### src/rtl/ili9341_spi_tx_if.sv
// ili9341_spi_tx_if: word handshake and status between the ILI9341 sequencer and the SPI transmitter
interface ili9341_spi_tx_if;
    logic       in_valid;
    logic       in_ready;
    logic       in_dc;
    logic [7:0] in_data;
    logic       done;
    logic       busy;

    modport master (output in_valid, in_dc, in_data, input in_ready, done, busy);
    modport slave  (input in_valid, in_dc, in_data, output in_ready, done, busy);
endinterface

### src/rtl/ili9341_spi_tx.sv
// ili9341_spi_tx: byte-level SPI mode-0 transmitter for the ILI9341 panel; define ILI9341_SPI_BURST_EN to keep CS low across back-to-back words
module ili9341_spi_tx #(
    parameter int unsigned CLK_DIV = 2
) (
    input  logic              clk_i,
    input  logic              rst_n_i,
    ili9341_spi_tx_if.slave   bus,
    output logic              spi_sck_o,
    output logic              spi_mosi_o,
    output logic              spi_dc_o,
    output logic              spi_cs_n_o
);
    localparam int unsigned    CW       = (CLK_DIV > 1) ? $clog2(CLK_DIV) : 1;
    localparam logic [CW-1:0]  CNT_LAST = CW'(CLK_DIV - 1);

    typedef enum logic [2:0] {IDLE, LOW, HIGH, HOLD, GAP} state_t;

    state_t        state_q, state_d;
    logic [CW-1:0] cnt_q, cnt_d;
    logic [2:0]    idx_q, idx_d;
    logic [7:0]    shift_q, shift_d;
    logic          dc_q, dc_d;
    logic          done_q, done_d;
    logic          run_q;
    logic          last;
    logic          ready;
    logic          accept;
    logic          on_wire;

    assign last = cnt_q == CNT_LAST;
`ifdef ILI9341_SPI_BURST_EN
    assign ready = run_q & ((state_q == IDLE) | ((state_q == HOLD) & last));
`else
    assign ready = run_q & (state_q == IDLE);
`endif
    assign accept  = bus.in_valid & ready;
    assign on_wire = (state_q == LOW) | (state_q == HIGH);

    assign bus.in_ready = ready;
    assign bus.done     = done_q;
    assign bus.busy     = state_q != IDLE;
    assign spi_sck_o    = state_q == HIGH;
    assign spi_mosi_o   = on_wire & shift_q[idx_q];
    assign spi_dc_o     = dc_q;
    assign spi_cs_n_o   = !(on_wire | (state_q == HOLD));

    // State, counters and latched word; run_q holds in_ready low until the first cycle after reset
    always_ff @(posedge clk_i) begin
        if (!rst_n_i) begin
            state_q <= IDLE;
            cnt_q   <= '0;
            idx_q   <= '0;
            shift_q <= '0;
            dc_q    <= 1'b0;
            done_q  <= 1'b0;
            run_q   <= 1'b0;
        end else begin
            state_q <= state_d;
            cnt_q   <= cnt_d;
            idx_q   <= idx_d;
            shift_q <= shift_d;
            dc_q    <= dc_d;
            done_q  <= done_d;
            run_q   <= 1'b1;
        end
    end

    // Next-state: each non-idle phase lasts CLK_DIV cycles; bits go out MSB first
    always_comb begin
        state_d = state_q;
        cnt_d   = last ? '0 : cnt_q + 1'b1;
        idx_d   = idx_q;
        shift_d = shift_q;
        dc_d    = dc_q;
        done_d  = 1'b0;
        case (state_q)
            IDLE: begin
                cnt_d = '0;
                if (accept) begin
                    state_d = LOW;
                    idx_d   = 3'd7;
                    shift_d = bus.in_data;
                    dc_d    = bus.in_dc;
                end
            end
            LOW:  if (last) state_d = HIGH;
            HIGH: begin
                if (last) begin
                    state_d = (idx_q == 3'd0) ? HOLD : LOW;
                    idx_d   = (idx_q == 3'd0) ? idx_q : idx_q - 3'd1;
                end
            end
            HOLD: begin
                if (last) begin
                    done_d  = 1'b1;
                    state_d = GAP;
                    if (accept) begin
                        state_d = LOW;
                        idx_d   = 3'd7;
                        shift_d = bus.in_data;
                        dc_d    = bus.in_dc;
                    end
                end
            end
            GAP:  if (last) state_d = IDLE;
            default: state_d = IDLE;
        endcase
    end
endmodule

### src/flat_wrapper.sv
// flat-port wrapper written by rule: the top's interface ports become plain ports
module ili9341_spi_tx_flat 
#(
    parameter int unsigned CLK_DIV = 2
)
  (clk_i, rst_n_i, spi_sck_o, spi_mosi_o, spi_dc_o, spi_cs_n_o, bus_in_valid, bus_in_dc, bus_in_data, bus_in_ready, bus_done, bus_busy);
  ili9341_spi_tx_if bus_i ();
  input  logic clk_i;
  input  logic rst_n_i;
  output logic spi_sck_o;
  output logic spi_mosi_o;
  output logic spi_dc_o;
  output logic spi_cs_n_o;
  input wire logic [$bits(bus_i.in_valid)-1:0] bus_in_valid;
  input wire logic [$bits(bus_i.in_dc)-1:0] bus_in_dc;
  input wire logic [$bits(bus_i.in_data)-1:0] bus_in_data;
  output wire logic [$bits(bus_i.in_ready)-1:0] bus_in_ready;
  output wire logic [$bits(bus_i.done)-1:0] bus_done;
  output wire logic [$bits(bus_i.busy)-1:0] bus_busy;
  assign bus_i.in_valid = bus_in_valid;
  assign bus_i.in_dc = bus_in_dc;
  assign bus_i.in_data = bus_in_data;
  assign bus_in_ready = bus_i.in_ready;
  assign bus_done = bus_i.done;
  assign bus_busy = bus_i.busy;
  ili9341_spi_tx #(.CLK_DIV(CLK_DIV)) u_core (.clk_i(clk_i), .rst_n_i(rst_n_i), .bus(bus_i), .spi_sck_o(spi_sck_o), .spi_mosi_o(spi_mosi_o), .spi_dc_o(spi_dc_o), .spi_cs_n_o(spi_cs_n_o));
endmodule
### config.mk
export PLATFORM = sky130hd
export DESIGN_NAME = ili9341_spi_tx_flat
export DESIGN_NICKNAME = d
export VERILOG_FILES = /design/src/rtl/ili9341_spi_tx_if.sv /design/src/rtl/ili9341_spi_tx.sv /design/src/flat_wrapper.sv
export SDC_FILE = /design/constraint.sdc
export NUM_CORES = 1
export LEC_CHECK = 0
export CAP_MARGIN = 25
export CORE_MARGIN = 2
export CORE_UTILIZATION = 46
export DETAILED_ROUTE_END_ITERATION = 6
export GPL_ROUTABILITY_DRIVEN = 0
export PLACE_DENSITY = 0.73
export SLEW_MARGIN = 20
export SYNTH_ARGS = -nofsm -noshare
export SYNTH_HDL_FRONTEND = slang
export SYNTH_SLANG_ARGS = --single-unit
### constraint.sdc
create_clock -name clk_i -period 2.2 [get_ports clk_i]
set_input_delay 0.44 -clock clk_i [delete_from_list [all_inputs] [get_ports clk_i]]
set_output_delay 0.44 -clock clk_i [all_outputs]
set_load 0.02 [all_outputs]
Yosys cells after proc, flatten, opt, wreduce, memory -nomap -nowiden
Index checks and enable logic that the tools add are counted.
{"block": "word_totals", "register_bits": 18, "latch_bits": 0, "ramBits": 0, "romBits": 0, "inputBits": 12, "out_inout_bits": 7, "wordCells": 60, "memories": 0}
{"block": "op_classes", "addsub": 2, "n_mul": 0, "div": 0, "magnitude_cmp": 1, "eq_ne": 10, "shifts": 0, "muxes": 23, "n_bitwise": 6, "n_reduce_logical": 11}
{"operator": "$mux W3", "count": 10}
{"operator": "$mux W8", "count": 2}
{"operator": "$pmux W8 S2", "count": 1}
{"operator": "$pmux W3 S5", "count": 1}
{"operator": "$ne A2 B1 Y1 const B", "count": 5}
{"operator": "$pmux W3 S3", "count": 1}
{"operator": "$eq A3 B2 Y1 const B", "count": 2}
{"operator": "$logic_not A3 Y1", "count": 2}
{"operator": "$reduce_bool A3 Y1", "count": 2}
{"operator": "$mux W1", "count": 5}
{"operator": "$reduce_and A5 Y1", "count": 1}
{"operator": "$lt A3 B4 Y1 const B", "count": 1}
{"operator": "$reduce_and A2 Y1", "count": 2}
{"operator": "$reduce_and A4 Y1", "count": 1}
{"operator": "$and A1 B1 Y1", "count": 3}
{"operator": "$bmux W1 S3", "count": 1}
{"operator": "$eq A3 B1 Y1 const B", "count": 1}
{"operator": "$eq A3 B3 Y1 const B", "count": 1}
{"operator": "$reduce_or A3 Y1", "count": 1}
{"operator": "$sub A3 B1 Y3 const B", "count": 1}
{"operator": "$mux W2", "count": 1}
{"operator": "$ne A2 B2 Y1 const B", "count": 1}
{"operator": "$or A1 B1 Y1", "count": 2}
{"operator": "$pmux W1 S2", "count": 1}
{"operator": "other kinds (4)", "count": 4}

Depth between registers and ports, before layout
{"block": "logic_depth", "word_depth": 6, "mapped_depth": 6, "mapped_depth_nobuf": 6}

Worst setup path before layout
OpenSTA, ideal clock, no wires.
{"block": "synth_path", "path_kind": "reg-to-output", "from": "reg u_core.idx_q[1]", "to": "out spi_mosi_o", "arrival_time_ns": 1.411, "required_ns": 1.760, "slack_ns": 0.349, "path_stages_with_launch": 4, "path_buffers": 0, "path_cell_list": "dfxtp_1 > mux4_1 > nor2_1 > nor4_1"}
{"block": "synth_via", "elab_chain_cells": 3}
{"item": "start: declaration", "line": "ili9341_spi_tx.sv:20", "text": "logic [2:0] idx_q, idx_d;"}
{"item": "start signal: assignment", "line": "ili9341_spi_tx.sv:60", "text": "idx_q <= idx_d;"}
{"item": "$bmux W1 S3", "line": "ili9341_spi_tx.sv:43", "text": "assign spi_mosi_o = on_wire & shift_q[idx_q];"}
{"item": "$mux W1 (implied by the code)", "line": "ili9341_spi_tx.sv:43"}
{"item": "$and A1 B1 Y1", "line": "ili9341_spi_tx.sv:43"}
{"item": "end: declaration", "line": "flat_wrapper.sv:11", "text": "output logic spi_mosi_o;"}
No other way between the ends. The select of a mux whose other input is x is not followed.

Worst setup path after layout
{"block": "layout_path", "from": "reg u_core.state_q[0]", "to": "out bus_busy"}
{"block": "layout_via", "elab_chain_cells": 1}
{"item": "start: declaration", "line": "ili9341_spi_tx.sv:18", "text": "state_t state_q, state_d;"}
{"item": "start signal: assignment", "line": "ili9341_spi_tx.sv:58", "text": "state_q <= state_d;"}
{"item": "$reduce_bool A3 Y1", "line": "ili9341_spi_tx.sv:41", "text": "assign bus.busy = state_q != IDLE;"}
{"item": "end: declaration", "line": "flat_wrapper.sv:19", "text": "output wire logic [$bits(bus_i.busy)-1:0] bus_busy;"}
No other way between the ends.

==> results.yml <==
placed_design:
  hpwl_microns: 1250
  io_buffers: 18
  dpl.cell_count: 129
sta:
  rsz0062_at_grt: "false"
  max_freq_mhz: 485
  relSlewSlack: 0.666
  setup_viol: 0
  clock_skew_ns: 0.00307
  period_needed_ns: 2.06
  slew_violations: 0
  setup-tns-final_ns: 0
  period_share: 0.936
  tightest_slew_ns: 0.499
  finalHoldViolations: 0
worst_setup_path:
  crit_start: "u_core.state_q[0]$_SDFFE_PN0P_"
  cp-end-kind: "output pin"
  path_class: "reg -> out"
  crit-reg2reg-launch: "u_core.idx_q[0]$_SDFFE_PN0P_"
  cp_data_arrival_time_ns: 1.62
  cp-start-kind: "register"
  worstPathMaxFanout: 7
  crit_required_ns: 1.76
synth:
  yosysUniqueCellTypes: 34
  synth_edf_count: 0
  yosys_most_used_dff: "dfxtp_1"
  ys_seq_area_frac: 0.396
  synthArstFlopShare: 0
  synthMuxAreaShare: 0.151
  synth-xor-area-share: 0.00963
  avgSynthCellArea_sq_um: 10.5
  synth.ff_latch_count: 18
  synth_top_family_by_area: "simple AND/OR/NAND/NOR gates"
  syn_area_sq_um: 910
  synthCells: 87
  yosys.area_share.simple: 0.248
  synth-compound-area-share: 0.124
  synth_nets: 101
  ys.warnings.count: 0
  synthAdderAreaFrac: 0.0275
global_route:
  grt_pass1_vias: 602
  grt_pass1_wl_microns: 2790
  grt_max_degree: 19
  grt_antenna_before_repair: 0
  grt-ovfl-total: 0
  grt_use_total: 0.159
routing:
  wl_per_cell_microns: 12.6
  first_pass_iters: 3
  drt_iter0_drc: 6
  drcViolationCount: 0
  vias: 678
  wl_microns: 1670
  final_antenna_net_count: 0
  viasPerCell: 5.10
cells_and_area:
  fin_nets: 121
  diodes: 0
  utilization: 0.601
  instances_no_fill: 133
  drive_gt1_frac: 0.151
  area_growth_pct: 27.0
cts:
  clkLatencyLatePin_ns: 0.30
  clockBufferDepth: 2
  post_cts_buffers: 0
  cts.sinks: 18
  cts-hold-fix-buffers: 0
  cts_buffers: 3
  cts-resized-gates: 3
  cts_max_level: 1
  cts_root_buffer: "clkbuf_4"
  cts_tree: "done"
  clk_pin_slew_ns: 0.10
hold_path:
  hold_start: "u_core.shift_q[5]$_SDFFE_PN0P_"
  hold_path.class: "reg -> reg"
pwr:
  p_per_area_mw_per_mm2: 608
  p_leak_nw: 0.469
  p_total_mw: 0.702
  max-vdd-ir-drop_uv: 445
die:
  coreArea_sq_mm: 0.00192
  ios: 19
  die_w_microns: 48.5
  die_h_microns: 48.5
  dieArea_sq_mm: 0.00235
  initial_utilization: 0.473
  num_rows: 16
job:
  max-cap-violations: 0
status:
  status: "completed"
[cells in the mapped netlist, types with 2 or more instances]
cell / count / area [sq um]
nor2_1: 3 / 11.3
o211a_1: 3 / 30.0
buf_2: 2 / 10.0
dfxtp_1: 18 / 360
nor3b_1: 3 / 22.5
ha_1: 2 / 25.0
o21ai_1: 3 / 15.0
nor2b_1: 11 / 68.8
mux2i_1: 10 / 100
nand3_1: 2 / 10.0
inv_1: 3 / 11.3
nand2_1: 4 / 15.0
nand4b_1: 2 / 17.5
[sequential cells by signal, indices dropped and copies added, names as in the netlist]
name,count
u_core.idx_q,3
u_core.spi_dc_o,1
u_core.state_q,3
u_core.shift_q,8
u_core.bus.done,1
u_core.run_q,1
u_core.cnt_q,1
[cell families after synthesis]
kind of cell,Yosys count
buffers and inverters,8
AND/OR/NAND/NOR,33
adder cells (fa/ha/maj),2
AO/OA/AOI/OAI,13
multiplexers,12
flip-flops,18
XOR/XNOR,1
[metrics by stage]
| step | worst slack (ns) | instance area (sq um) | hold WS (ns) |
|---|---|---|---|
| global placement | 0.102 | 1110 | 0.501 |
| global route | 0.0560 | 1150 | 0.568 |
| detailed placement | 0.0545 | 1110 | 0.509 |
| CTS | 0.0121 | 1140 | 0.534 |
| finish | 0.140 | 1150 | 0.531 |
| floorplan | 0.349 | 910 | 0.468 |
[layer usage]
metal | global-route usage | wire length [microns]
met1 | 0.191 | 720
met2 | 0.264 | 872
met3 | 0.0370 | 48
met4 | 0.0857 | 28
met5 | 0 | 0
[worst paths after layout]
kind	slack (ns)	depth (start not counted)	endpoint
max	0.14	3	bus_busy
min	0.53	2	u_core.shift_q[5]$_SDFFE_PN0P_
min reg2reg	0.53	2	u_core.shift_q[5]$_SDFFE_PN0P_
max reg2reg	0.64	6	u_core.idx_q[1]$_SDFFE_PN0P_
[layout by cell type, fill, tap and decap left out, types with 2 or more instances in the layout]
| master | synthesis | final |
|---|---|---|
| nand2_1 | 4 | 4 |
| ha_1 | 2 | 2 |
| o211a_1 | 3 | 3 |
| nor2_1 | 3 | 3 |
| clkbuf_4 | 0 | 3 |
| nor3b_1 | 3 | 3 |
| nand3_1 | 2 | 2 |
| nor2b_1 | 11 | 11 |
| dfxtp_2 | 0 | 2 |
| o21ai_1 | 3 | 3 |
| dfxtp_1 | 18 | 15 |
| mux2i_1 | 10 | 10 |
| dlymetal6s2s_1 | 0 | 2 |
| nand4b_1 | 2 | 2 |
| clkdlybuf4s50_1 | 0 | 15 |
| inv_1 | 3 | 3 |
[layout make-up]
| cell class | count | area (sq um) |
|---|---|---|
| tap | 27 | 33.8 |
| inverter | 4 | 15.0 |
| clock buffer | 4 | 36.3 |
| sequential | 18 | 367 |
| timing repair buffer | 19 | 188 |
| multi-input combinational | 61 | 515 |
| fill | 169 | 767 |
[worst max-delay path: stages, from the launching register on]
cell	delay [ns]
dfxtp_1	0.50
nor3_4	0.09
inv_2	0.12
clkdlybuf4s50_1	0.61
[power breakdown]
part           switching (mW)  internal, mW  leakage (nW)  total (mW)
Combinational          0.0588        0.0742         0.299       0.133
Clock                   0.107         0.101        0.0210       0.208
Sequential             0.0191         0.342         0.149       0.361
No activity file was read; power rests on OpenSTA's default activity.
==> variant 1, RTL diff (config.mk and constraints unchanged) <==
`CLK_DIV` is set to 2 in 2 places; all go to 4.
--- a/src/rtl/ili9341_spi_tx.sv
+++ b/src/rtl/ili9341_spi_tx.sv
@@ -1,6 +1,6 @@
 // ili9341_spi_tx: byte-level SPI mode-0 transmitter for the ILI9341 panel; define ILI9341_SPI_BURST_EN to keep CS low across back-to-back words
 module ili9341_spi_tx #(
-    parameter int unsigned CLK_DIV = 2
+    parameter int unsigned CLK_DIV = 4
 ) (
     input  logic              clk_i,
     input  logic              rst_n_i,
--- a/src/flat_wrapper.sv
+++ b/src/flat_wrapper.sv
@@ -1,7 +1,7 @@
 // flat-port wrapper written by rule: the top's interface ports become plain ports
 module ili9341_spi_tx_flat 
 #(
-    parameter int unsigned CLK_DIV = 2
+    parameter int unsigned CLK_DIV = 4
 )
   (clk_i, rst_n_i, spi_sck_o, spi_mosi_o, spi_dc_o, spi_cs_n_o, bus_in_valid, bus_in_dc, bus_in_data, bus_in_ready, bus_done, bus_busy);
   ili9341_spi_tx_if bus_i ();
Check against the original RTL: not equivalent (a bounded check fails within 10 cycles, from zero or initial values and one cycle with rst_n_i low).
==> variant 1 against the unedited design <==
Global-route usage grew 0.85 points; register-to-register slack gained 0.17 ns; first-iteration DRC count shrank 17%; sequential power grew 4%; final area grew 1.5%; routed wire length grew 15%; clock power shrank 16%; synthesized cell count grew 9.2%; synthesized area grew 5.2%; fmax grew 0.99%; worst setup slack gained 0.020 ns; sequential cell count grew 1; cell count grew 6.8%; total power shrank 6.6%; largest cell class unchanged; highest routed layer unchanged.
==> variant 1: results (changes against the unedited design) <==
Status
  – Outcome: finished, final reports clean

Synthesis
  – Synth Area per Inst: 10.1 sq um (-3.6%)
  – Syn nets: 110 (+8.9%)
  – Post-Synth Adder-Cell Area: 0.0392 (+0.0117)
  – Count of different cell masters after synthesis: 36 (+5.9%)
  – Post-synthesis xor/xnor area fraction: 0.00915 (-0.000478)

Worst hold path
  – HP Start: u_core.cnt_q[0]
  – Hold depth: 1 (-1)

Setup path
  – Register-to-Register Path Depth: 4 (-2)
  – Reg2reg setup slack: 0.81 ns (+0.17 ns)
  – FF-to-FF End: u_core.idx_q[2]
  – CP Data Arrival Time: 1.60 ns (-0.02 ns)
  – Critical path origin: u_core.state_q[1]
  – Critical path endpoint: spi_sck_o

Power and ir drop
  – Int Pwr: 0.000488 W (-5.8%)
  – Comb power frac: 0.163 (-0.026)
  – Pleak: 0.453 nW (-3.6%)
  – Pwr/cell area: 559 mW/mm^2 (-8.0%)

Timing
  – Slew HR: 0.731 (+0.0650)
  – Fin Hold WS: 0.448 ns (-0.0837 ns)

Detailed routing
  – First-pass detailed-route iteration total: 2 (-1)
  – Initial detailed-routing violation count: 5 (-1)
  – Vias/cell: 5.56 (+9.1%)
  – Via count: 790 (+17%)

Placed design
  – Worst slack, placed: 0.0559 ns (+0.00138 ns)
  – Placed Area: 0.00113 sq mm (+2.0%)

Final layout
  – Layout cell share with drive strength beyond 1: 0.165 (+0.0143)
  – Nets: 131 (+8.3%)
  – Filler cells: 192 (+14%)

Global routing
  – Number of global-route vias before repair: 745 (+24%)
  – Global-route wire length before repair: 3.19 mm (+14%)
  – Total global-route track usage: 0.167 (+0.00855)
[variant 1: cell types whose count changed in the layout (fill, tap and decap cells not counted), moves of 2 or more]
cell	change
nand3_1	+8
nor3b_1	-3
nor3_1	+2
mux2i_1	-9
o21ai_1	+5
a21boi_1	+9
nor2b_1	-11
mux4_2	+2
nand4_1	+3
buf_4	+4
[variant 1: timing repair]
item / in CTS / in global routing
endpoints found under the setup margin: 3 / 3
hold buffers: 0 / 0
gates resized for setup: 5 / 5
buffers inserted: 0 / 1
[variant 1: final cells by class]
class | count | area [sq um] | share of cell area
Timing Repair Buffer | 23 | 215 | 0.184
Multi-Input combinational cell | 66 | 499 | 0.426
Clock buffer | 4 | 26.3 | 0.0224
Tap cell | 27 | 33.8 | 0.0288
Inverter | 3 | 11.3 | 0.00961
Sequential cell | 19 | 387 | 0.330
[variant 1: routing by layer]
layer  GRT usage  part of all wire
met5           0                 0
met2       0.264              0.47
met3      0.0303             0.040
met1       0.215              0.46
met4      0.0926             0.026
==> variant 2, RTL diff (same settings) <==
Made on the original files. Reset style: asynchronous (`rst_n_i`), changed in one clocked block.
--- a/src/rtl/ili9341_spi_tx.sv
+++ b/src/rtl/ili9341_spi_tx.sv
@@ -45,7 +45,7 @@
     assign spi_cs_n_o   = !(on_wire | (state_q == HOLD));
 
     // State, counters and latched word; run_q holds in_ready low until the first cycle after reset
-    always_ff @(posedge clk_i) begin
+    always_ff @(posedge clk_i or negedge rst_n_i) begin
         if (!rst_n_i) begin
             state_q <= IDLE;
             cnt_q   <= '0;
Behaviour: differs if rst_n_i is asserted again (counterexample within 4 cycles, from zero or initial values and one cycle with rst_n_i low); with rst_n_i held inactive, the same outputs for 10 cycles.
==> variant 2 against the unedited design <==
Fmax is 1.4% lower; worst hold slack got worse by 0.057 ns; clock skew rose by 0.0012 ns; synthesized cell count is 18% lower; synthesized area up 1.5%; sequential share of layout area grew 7.4 points; largest cell class is now sequential cells; highest routed layer unchanged; sequential cell count is the same; worst setup slack got worse by 0.029 ns; routed wire length is 11% lower; final area rose by 0.54%.
Power is not compared: it rests on default switching activity, and its combinational part moved more than twofold at a synthesized area within 25%.
==> variant 2: results (changes against the unedited design) <==
Status
  – Outcome: finished, final reports clean

Final layout
  – Nets: 110 (-9.1%)
  – NonClk Buf Share: 0.186 (+0.0239)
  – Filler cells: 162 (-4.1%)
  – Seq_cells: 18 (unchanged)
  – Nonclk buf count: 23 (+4)
  – Comb_multi_in: 46 (-25%)
  – Layout cell share with drive strength beyond 1: 0.234 (+0.0831)
  – Fraction of area in multi-input gates: 0.361 (-0.0854)
  – Clk cell area share: 0.0194 (-0.0120)
  – Sequential share of cell area: 0.391 (+0.0737)
  – Inverter count: 4 (unchanged)
  – Finished Cell Area: 0.00116 sq mm (+0.54%)

Placed design
  – HPWL after DPL: 1.15 mm (-8.3%)
  – Placed cell count: 116 (-10%)
  – Worst slack, placed: 0.0813 ns (+0.0268 ns)
  – Placed Area: 0.00112 sq mm (+1.4%)

Synthesis
  – Async S/R FF share, synth: 1.00 (+1.00)
  – Synth top cells by count: dfrtp_1 (18), mux2_1 (9), nor2_1 (5)
  – Syn Std Cell Area: 923 sq um (+1.5%)
  – Syn nets: 85 (-16%)
  – Register area share after synthesis: 0.488 (+0.0917)
  – Cells after Synth: 71 (-18%)
  – Count of different cell masters after synthesis: 33 (-2.9%)
  – Area contributors post-synth: dfrtp_1 (49%), mux2_1 (11%), mux4_2 (4.9%), a2111oi_4 (3.0%), ha_1 (2.7%)

Detailed routing
  – Via count: 606 (-11%)
  – Vias/cell: 5.01 (-1.8%)
  – Routed length per instance: 12.3 microns (-2.1%)
  – First-pass detailed-route iteration total: 4 (+1)
  – Initial detailed-routing violation count: 11 (+5)

Worst hold path
  – HP Class: in2async

Clock network
  – Clk root buf: clkbuf_4
  – Post-CTS sizing: 5 (+2)

Setup path
  – CP Data Arrival Time: 1.65 ns (+0.03 ns)
  – Reg2reg setup slack: 0.46 ns (-0.18 ns)
  – Family with the most delay on the worst path: buffers and inverters

Timing
  – Fin Hold WS: 0.474 ns (-0.0569 ns)
  – Final min period: 2.09 ns (+0.0294 ns)
  – Setup Skew: 0.00431 ns (+0.00124 ns)

Power and ir drop
  – Comb power frac: 0.491
  – Peak VDD IR: 554 uV

Global routing
  – Total global-route track usage: 0.152 (-0.00701)
  – Global-route wire length before repair: 2.72 mm (-2.7%)
  – Number of global-route vias before repair: 623 (+3.5%)
-- variant 2: changes by cell type in the layout (fill, tap and decap cells not counted), moves of 3 or more --
| cell | before | now |
|---|---|---|
| mux2_1 | 0 | 9 |
| dfxtp_1 | 15 | 0 |
| dfrtp_2 | 0 | 3 |
| dfrtp_1 | 0 | 15 |
| nor3b_1 | 3 | 0 |
| nor2b_1 | 11 | 1 |
| mux2i_1 | 10 | 1 |
| buf_4 | 1 | 5 |
-- variant 2: routing by layer --
metal / vias to the layer above / part of all wire / track usage
met4: 0 / 0.024 / 0.0857
met5: - / 0 / 0
li1: 295 / - / -
met3: 4 / 0.036 / 0.0276
met1: 294 / 0.45 / 0.181
met2: 13 / 0.49 / 0.258
-- variant 2: cell families (layout without fill, tap and decap cells) --
| group | Yosys count | in the layout | share of synthesized area |
|---|---|---|---|
| AO/OA/AOI/OAI | 9 | 9 | 0.0976 |
| flip-flops | 18 | 18 | 0.488 |
| XOR/XNOR | 1 | 1 | 0.00949 |
| buffers and inverters | 7 | 30 | 0.0583 |
| AND/OR/NAND/NOR | 21 | 21 | 0.146 |
| other | 1 | 1 | 0.00406 |
| multiplexers | 12 | 12 | 0.169 |
| adder cells (fa/ha/maj) | 2 | 2 | 0.0271 |
-- variant 2: worst paths after layout --
check                                  start           endpoint  depth (start not counted)
setup reg to reg             u_core.idx_q[0]    u_core.idx_q[0]                          6
max in group asynchronous            rst_n_i  u_core.state_q[2]                          2
hold / removal                       rst_n_i  u_core.state_q[1]                          2
hold reg to reg            u_core.shift_q[7]  u_core.shift_q[7]                          1
min in group clk_i         u_core.shift_q[7]  u_core.shift_q[7]                          1
setup / recovery           u_core.state_q[0]         spi_cs_n_o                          3
